===== src/rtl/blackjack_pkg.sv =====
// blackjack_pkg: shared state/winner encodings, widths and hand arithmetic helpers (soft_total only with SOFT_ACE_EN)
package blackjack_pkg;

    localparam int CARD_W  = 4;
    localparam int TOTAL_W = 5;

    typedef enum logic [2:0] {
        IDLE,
        P1_TURN,
        P1_WAIT,
        P2_TURN,
        P2_WAIT,
        SETTLE
    } state_t;

    typedef enum logic [1:0] {
        WIN_NONE = 2'd0,
        WIN_P1   = 2'd1,
        WIN_P2   = 2'd2
    } winner_t;

    function automatic logic [TOTAL_W-1:0] add_card(input logic [TOTAL_W-1:0] hard,
                                                     input logic [CARD_W-1:0]  card);
        logic [TOTAL_W:0] s;
        s = {1'b0, hard} + {2'b00, card};
        return s[TOTAL_W] ? '1 : s[TOTAL_W-1:0];
    endfunction

    function automatic logic [7:0] sat_add8(input logic [7:0] a, input logic [7:0] b);
        logic [8:0] s;
        s = {1'b0, a} + {1'b0, b};
        return s[8] ? 8'hFF : s[7:0];
    endfunction

`ifdef SOFT_ACE_EN
    function automatic logic [TOTAL_W-1:0] soft_total(input logic [TOTAL_W-1:0] hard,
                                                       input logic               ace,
                                                       input int                 limit);
        logic [TOTAL_W:0] s;
        s = {1'b0, hard} + 6'd10;
        return (ace && s <= 6'(limit)) ? s[TOTAL_W-1:0] : hard;
    endfunction
`endif

endpackage


===== src/rtl/rise_detect.sv =====
// rise_detect: one-cycle strobe on a rising edge of a level input synchronous to clk
module rise_detect (
    input  logic clk,
    input  logic resetn,
    input  logic d_i,
    output logic rise_o
);

    logic prev_q;

    // remember the previously sampled level
    always_ff @(posedge clk or negedge resetn) begin
        if (!resetn) prev_q <= 1'b0;
        else         prev_q <= d_i;
    end

    assign rise_o = d_i & ~prev_q;

endmodule


===== src/rtl/turn_scheduler.sv =====
// turn_scheduler: two-player blackjack round sequencer with a shared dealer handshake; SOFT_ACE_EN enables soft-ace totals
module turn_scheduler
    import blackjack_pkg::*;
#(
    parameter int BANK_INIT  = 100,
    parameter int BUST_LIMIT = 21
) (
    input  logic               clk,
    input  logic               resetn,
    input  logic               p1_hit,
    input  logic               p1_stand,
    input  logic               p2_hit,
    input  logic               p2_stand,
    input  logic               start,
    input  logic [7:0]         p1_bet,
    input  logic [7:0]         p2_bet,
    output logic               deal_req,
    input  logic               card_valid,
    input  logic [CARD_W-1:0]  card_value,
    output logic [TOTAL_W-1:0] p1_total,
    output logic [TOTAL_W-1:0] p2_total,
    output logic [7:0]         p1_bank,
    output logic [7:0]         p2_bank,
    output logic [1:0]         winner,
    output logic               round_done
);

    localparam logic [TOTAL_W-1:0] LIM      = TOTAL_W'(BUST_LIMIT);
    localparam logic [7:0]         BANK_RST = 8'(BANK_INIT);

    logic [4:0] btn, rise;
    logic       p1_hit_rise, p1_stand_rise, p2_hit_rise, p2_stand_rise, start_rise;

    assign btn = {start, p2_stand, p2_hit, p1_stand, p1_hit};
    assign {start_rise, p2_stand_rise, p2_hit_rise, p1_stand_rise, p1_hit_rise} = rise;

    genvar g;
    for (g = 0; g < 5; g++) begin : g_edge
        rise_detect u_rise (
            .clk    (clk),
            .resetn (resetn),
            .d_i    (btn[g]),
            .rise_o (rise[g])
        );
    end

    state_t               state_q, state_d;
    winner_t              winner_q, winner_d, settle_w;
    logic                 deal_q, deal_d, done_q, done_d;
    logic [TOTAL_W-1:0]   p1_hard_q, p1_hard_d, p2_hard_q, p2_hard_d;
    logic [7:0]           bet1_q, bet1_d, bet2_q, bet2_d;
    logic [7:0]           bank1_q, bank1_d, bank2_q, bank2_d;
    logic [TOTAL_W-1:0]   p1_new_hard, p2_new_hard;
    logic [TOTAL_W-1:0]   p1_tot, p2_tot, p1_new_tot, p2_new_tot;
    logic                 p1_bust, p2_bust;

    assign p1_new_hard = add_card(p1_hard_q, card_value);
    assign p2_new_hard = add_card(p2_hard_q, card_value);

`ifdef SOFT_ACE_EN
    logic p1_ace_q, p1_ace_d, p2_ace_q, p2_ace_d, p1_new_ace, p2_new_ace;

    assign p1_new_ace = p1_ace_q | (card_value == CARD_W'(1));
    assign p2_new_ace = p2_ace_q | (card_value == CARD_W'(1));
    assign p1_tot     = soft_total(p1_hard_q, p1_ace_q, BUST_LIMIT);
    assign p2_tot     = soft_total(p2_hard_q, p2_ace_q, BUST_LIMIT);
    assign p1_new_tot = soft_total(p1_new_hard, p1_new_ace, BUST_LIMIT);
    assign p2_new_tot = soft_total(p2_new_hard, p2_new_ace, BUST_LIMIT);

    // ace flags: cleared on round start, set by any accepted ace for the player on turn
    always_ff @(posedge clk or negedge resetn) begin
        if (!resetn) begin
            p1_ace_q <= 1'b0;
            p2_ace_q <= 1'b0;
        end else begin
            p1_ace_q <= p1_ace_d;
            p2_ace_q <= p2_ace_d;
        end
    end

    // ace next-state follows the same round-start and card-accept events as the hard totals
    always_comb begin
        p1_ace_d = p1_ace_q;
        p2_ace_d = p2_ace_q;
        if (state_q == IDLE && start_rise) begin
            p1_ace_d = 1'b0;
            p2_ace_d = 1'b0;
        end
        if (state_q == P1_WAIT && card_valid && deal_q) p1_ace_d = p1_new_ace;
        if (state_q == P2_WAIT && card_valid && deal_q) p2_ace_d = p2_new_ace;
    end
`else
    assign p1_tot     = p1_hard_q;
    assign p2_tot     = p2_hard_q;
    assign p1_new_tot = p1_new_hard;
    assign p2_new_tot = p2_new_hard;
`endif

    assign p1_bust  = p1_tot > LIM;
    assign p2_bust  = p2_tot > LIM;
    assign settle_w = ((p1_bust && p2_bust) || p1_tot == p2_tot) ? WIN_NONE :
                      (p2_bust || (!p1_bust && p1_tot > p2_tot)) ? WIN_P1 : WIN_P2;

    // round state, hands, wagers and balances
    always_ff @(posedge clk or negedge resetn) begin
        if (!resetn) begin
            state_q   <= IDLE;
            winner_q  <= WIN_NONE;
            deal_q    <= 1'b0;
            done_q    <= 1'b0;
            p1_hard_q <= '0;
            p2_hard_q <= '0;
            bet1_q    <= '0;
            bet2_q    <= '0;
            bank1_q   <= BANK_RST;
            bank2_q   <= BANK_RST;
        end else begin
            state_q   <= state_d;
            winner_q  <= winner_d;
            deal_q    <= deal_d;
            done_q    <= done_d;
            p1_hard_q <= p1_hard_d;
            p2_hard_q <= p2_hard_d;
            bet1_q    <= bet1_d;
            bet2_q    <= bet2_d;
            bank1_q   <= bank1_d;
            bank2_q   <= bank2_d;
        end
    end

    // turn sequencing: stand beats a simultaneous hit, one card per request, settlement moves the loser's bet
    always_comb begin
        state_d   = state_q;
        winner_d  = winner_q;
        deal_d    = deal_q;
        done_d    = 1'b0;
        p1_hard_d = p1_hard_q;
        p2_hard_d = p2_hard_q;
        bet1_d    = bet1_q;
        bet2_d    = bet2_q;
        bank1_d   = bank1_q;
        bank2_d   = bank2_q;
        case (state_q)
            IDLE: if (start_rise) begin
                bet1_d    = (p1_bet > bank1_q) ? bank1_q : p1_bet;
                bet2_d    = (p2_bet > bank2_q) ? bank2_q : p2_bet;
                p1_hard_d = '0;
                p2_hard_d = '0;
                winner_d  = WIN_NONE;
                state_d   = P1_TURN;
            end
            P1_TURN: if (p1_stand_rise) begin
                state_d = P2_TURN;
            end else if (p1_hit_rise) begin
                deal_d  = 1'b1;
                state_d = P1_WAIT;
            end
            P1_WAIT: if (card_valid && deal_q) begin
                p1_hard_d = p1_new_hard;
                deal_d    = 1'b0;
                state_d   = (p1_new_tot > LIM) ? P2_TURN : P1_TURN;
            end
            P2_TURN: if (p2_stand_rise) begin
                state_d = SETTLE;
            end else if (p2_hit_rise) begin
                deal_d  = 1'b1;
                state_d = P2_WAIT;
            end
            P2_WAIT: if (card_valid && deal_q) begin
                p2_hard_d = p2_new_hard;
                deal_d    = 1'b0;
                state_d   = (p2_new_tot > LIM) ? SETTLE : P2_TURN;
            end
            SETTLE: begin
                winner_d = settle_w;
                bank1_d  = (settle_w == WIN_P1) ? sat_add8(bank1_q, bet2_q) :
                           (settle_w == WIN_P2) ? bank1_q - bet1_q : bank1_q;
                bank2_d  = (settle_w == WIN_P2) ? sat_add8(bank2_q, bet1_q) :
                           (settle_w == WIN_P1) ? bank2_q - bet2_q : bank2_q;
                done_d   = 1'b1;
                state_d  = IDLE;
            end
            default: state_d = IDLE;
        endcase
    end

    assign deal_req   = deal_q;
    assign p1_total   = p1_tot;
    assign p2_total   = p2_tot;
    assign p1_bank    = bank1_q;
    assign p2_bank    = bank2_q;
    assign winner     = winner_q;
    assign round_done = done_q;

endmodule


===== config.mk =====
export PLATFORM = sky130hd
export DESIGN_NAME = turn_scheduler
export DESIGN_NICKNAME = d
export VERILOG_FILES = /design/src/rtl/blackjack_pkg.sv /design/src/rtl/rise_detect.sv /design/src/rtl/turn_scheduler.sv
export SDC_FILE = /design/constraint.sdc
export NUM_CORES = 1
export LEC_CHECK = 0
export ABC_AREA = 1
export CAP_MARGIN = 10
export CORE_MARGIN = 4
export CORE_UTILIZATION = 40
export DETAILED_ROUTE_END_ITERATION = 16
export PLACE_DENSITY = 0.7
export SLEW_MARGIN = 20
export SYNTH_ARGS = -nofsm -noshare
export SYNTH_HDL_FRONTEND = slang
export SYNTH_HIERARCHICAL = 1
export SYNTH_SLANG_ARGS = --single-unit

===== constraint.sdc =====
create_clock -name clk -period 4.53 [get_ports clk]
set_input_delay 0.906 -clock clk [delete_from_list [all_inputs] [get_ports clk]]
set_output_delay 0.906 -clock clk [all_outputs]
set_load 0.05 [all_outputs]

==> impl_metrics.toml <==
[worst_setup_path]
reg2reg_depth = 9
arrival_ps = 2850
cp_max_fo = 15
critPathLaunchType = "input pin"
worstPathRequired_ps = 4710
reg2reg_slack_ps = 2270
cp-end-kind = "flip-flop"
critPathKind = "input pin to flip-flop"
reg2reg_from = "p1_bank[6]$_DFFE_PN1P_"
r2r-end = "bet1_q[0]$_DFFE_PN0P_"

[outcome]
status = "completed"

[worst_hold_path]
min_to = "deal_req$_DFFE_PN0P_"
hold_path_class = "flip-flop to flip-flop"
hp-start = "deal_req$_DFFE_PN0P_"
hold_depth = 2

[synthesis]
synth_area_leaders = "dfrtp_1, nand2_1, ha_1"
synth_fp_nets = 801
synthCells = 708
yosys_warnings = 6
ys_ff_latch = 54
syn_avg_cell_area_sq_um = 7.018
synthDominantCellAreaShare_pct = 24.18
ys_types = 41
synth_area_leader_cell = "dfrtp_1"
post_synth_instance_area_sq_um = 4969
yosysSeqAreaShare_pct = 27.35

[clock_tree]
path_clk_slew_ps = 80
ctsRootBufferMaster = "clkbuf_16"
tritoncts = "done"
postCtsHoldBufs = 0
cts-buffers-inserted = 5
ctsHtreeMaxLevel = 2
clockBufferDepth = 2
postCtsSetupBuffers = 0
clock_latency_ps = 300
cts.sinks = 54
cts_resized = 0

[pwr]
p_leak_nw = 2.973
powerDensity_nw_per_um2 = 829.4
peakVddDrop_mv = 0.2846

[routing]
vias_per_cell = 4.941
drt-pass1-iter-count = 5
drtIter0Drc = 228
wl_met3_um = 477
route.detailed.drc = 0
antenna_left = 0
topRoutingLayerUsed = "met4"
dr_wl_met2_um = 5666
drt-wirelength-per-cell_um = 13.25
wl_met1_um = 6100
wl_um = 12350
route.vias.total = 4605

[die]
ios = 58
die_w_um = 119.5
initial_core_util_pct = 41.19
rows = 40
fp.dieH_um = 119.5
core_area_sq_um = 12060
die_area_sq_um = 14270

[place]
place_congestion = 0.9329
numPortBuffers = 57
dp_cells = 924
place_ws_ps = 1628
dp_hpwl_um = 9946

[timing]
fmax_ghz = 0.3751
slew_headroom_pct = 57.12
period_minus_slack_ps = 2666
fin_skew_ps = 5.728
setup_ws_ps = 1864
finalHoldViolations = 0
setup_viol = 0
fin_setup_tns_ps = 0
final_max_slew_viol_count = 0
tightest_slew_ps = 643.2
rsz0062_at_grt = "false"
finalCritPeriodShare_pct = 58.86
whs_ps = 508.5

[final_layout]
layout-drive-gt1-share_pct = 7.984
nets = 856
layoutNonFillerInstCount = 932
num_antenna_cells = 0
area_growth_pct = 17.50
final_cell_mix = "nand2_1, inv_1, nand3_1"
layout_commonest_cell = "nand2_1"

[global_route]
track_usage_pct = 17.78
grt_pass1_vias = 4350
overflow = 0
grt_max_degree = 29
grt_pass1_wl_um = 20820
antenna_found_initial = 0

[job]
cap_viol_max_count = 0
## flip-flops by register name, summed over array words and instances (netlist names)
name / flops
p1_total: 5
winner: 2
bet2_q: 8
p2_bank: 8
p2_total: 5
bet1_q: 8
p1_bank: 8
g_edge.u_rise/prev_q: 5
round_done: 1
deal_req: 1
state_q: 3
## synth_stat cells (all sizes together)
| library cell | instances |
|---|---|
| o22ai | 4 |
| a21oi | 52 |
| xor2 | 13 |
| a21o | 2 |
| fa | 6 |
| nand2 | 212 |
| a211oi | 1 |
| nor2 | 43 |
| a22o | 1 |
| dfstp | 6 |
| o21bai | 2 |
| nand3b | 2 |
| o31ai | 1 |
| or2 | 2 |
| clkbuf | 1 |
| ha | 59 |
| a21boi | 3 |
| xnor2 | 6 |
| nand3 | 63 |
| nor3 | 4 |
| nand4 | 12 |
| dfrtp | 48 |
| o21a | 2 |
| nor4 | 1 |
| a31oi | 2 |
| o21ai | 42 |
| buf | 10 |
| inv | 108 |
## critical path, stage by stage
cell             delay [ps]
clkdlybuf4s50_1         430
ha_1                    310
nand2_1                  70
nor2_1                  150
nand4_1                 490
nand2_1                 310
nand2_1                  70
nand2_1                  60
o21ai_1                  60
## worst max-delay path by stage
| stage | start | end |
|---|---|---|
| floorplan | card_value[0] | state_q[1]$_DFFE_PN0P_ |
| global placement | p1_bet[7] | bet1_q[0]$_DFFE_PN0P_ |
| detailed placement | p1_bet[7] | bet1_q[0]$_DFFE_PN0P_ |
| CTS | p1_bank[6]$_DFFE_PN1P_ | p1_bank[6] |
| global route | p1_bet[7] | bet1_q[0]$_DFFE_PN0P_ |
| finish | p1_bet[7] | bet1_q[0]$_DFFE_PN0P_ |
## where the power goes
group          leakage (nW)  total [mW]  internal, mW  switching (mW)
registers             0.679       0.965         0.679           0.286
clock network        0.0704       0.399         0.208           0.190
logic                  2.22        3.48          1.25            2.22
## metrics by stage
step	total power, mW	util [%]	instance area (sq um)
after floorplan	3.643	-	4969
after global placement	4.392	47.16	5688
after detailed placement	4.432	47.16	5688
after CTS	4.858	48.40	5838
after global routing	5.392	48.40	5838
final	4.842	48.40	5838
## metal layers
layer  up-vias  GRT usage [%]
met4         0          3.794
met5         -              0
met1      2096          25.07
met2        85          29.45
li1       2417              -
met3         7          1.994
## kinds of logic (layout without fill, tap and decap cells)
| logic type | after synthesis | in the layout | share of synthesized area (%) |
|---|---|---|---|
| AOI/OAI and AO/OA | 112 | 112 | 12.52 |
| DFF | 54 | 54 | 27.35 |
| adders and majority gates | 65 | 65 | 17.28 |
| and+or+nand+nor | 339 | 339 | 29.87 |
| xor gates and xnor gates | 19 | 19 | 3.349 |
| buffers and inverters | 119 | 175 | 9.645 |
## final cells by class
class | count | area (sq um)
Sequential cell | 54 | 1359
Multi-Input combinational cell | 535 | 3131
Fill cell | 1243 | 6223
Timing Repair Buffer | 59 | 580.6
Clock buffer | 5 | 125.1
Clock inverter | 3 | 25.02
Tap cell | 168 | 210.2
Inverter | 108 | 407.9
Note: power is estimated with default switching activity, not from simulation.
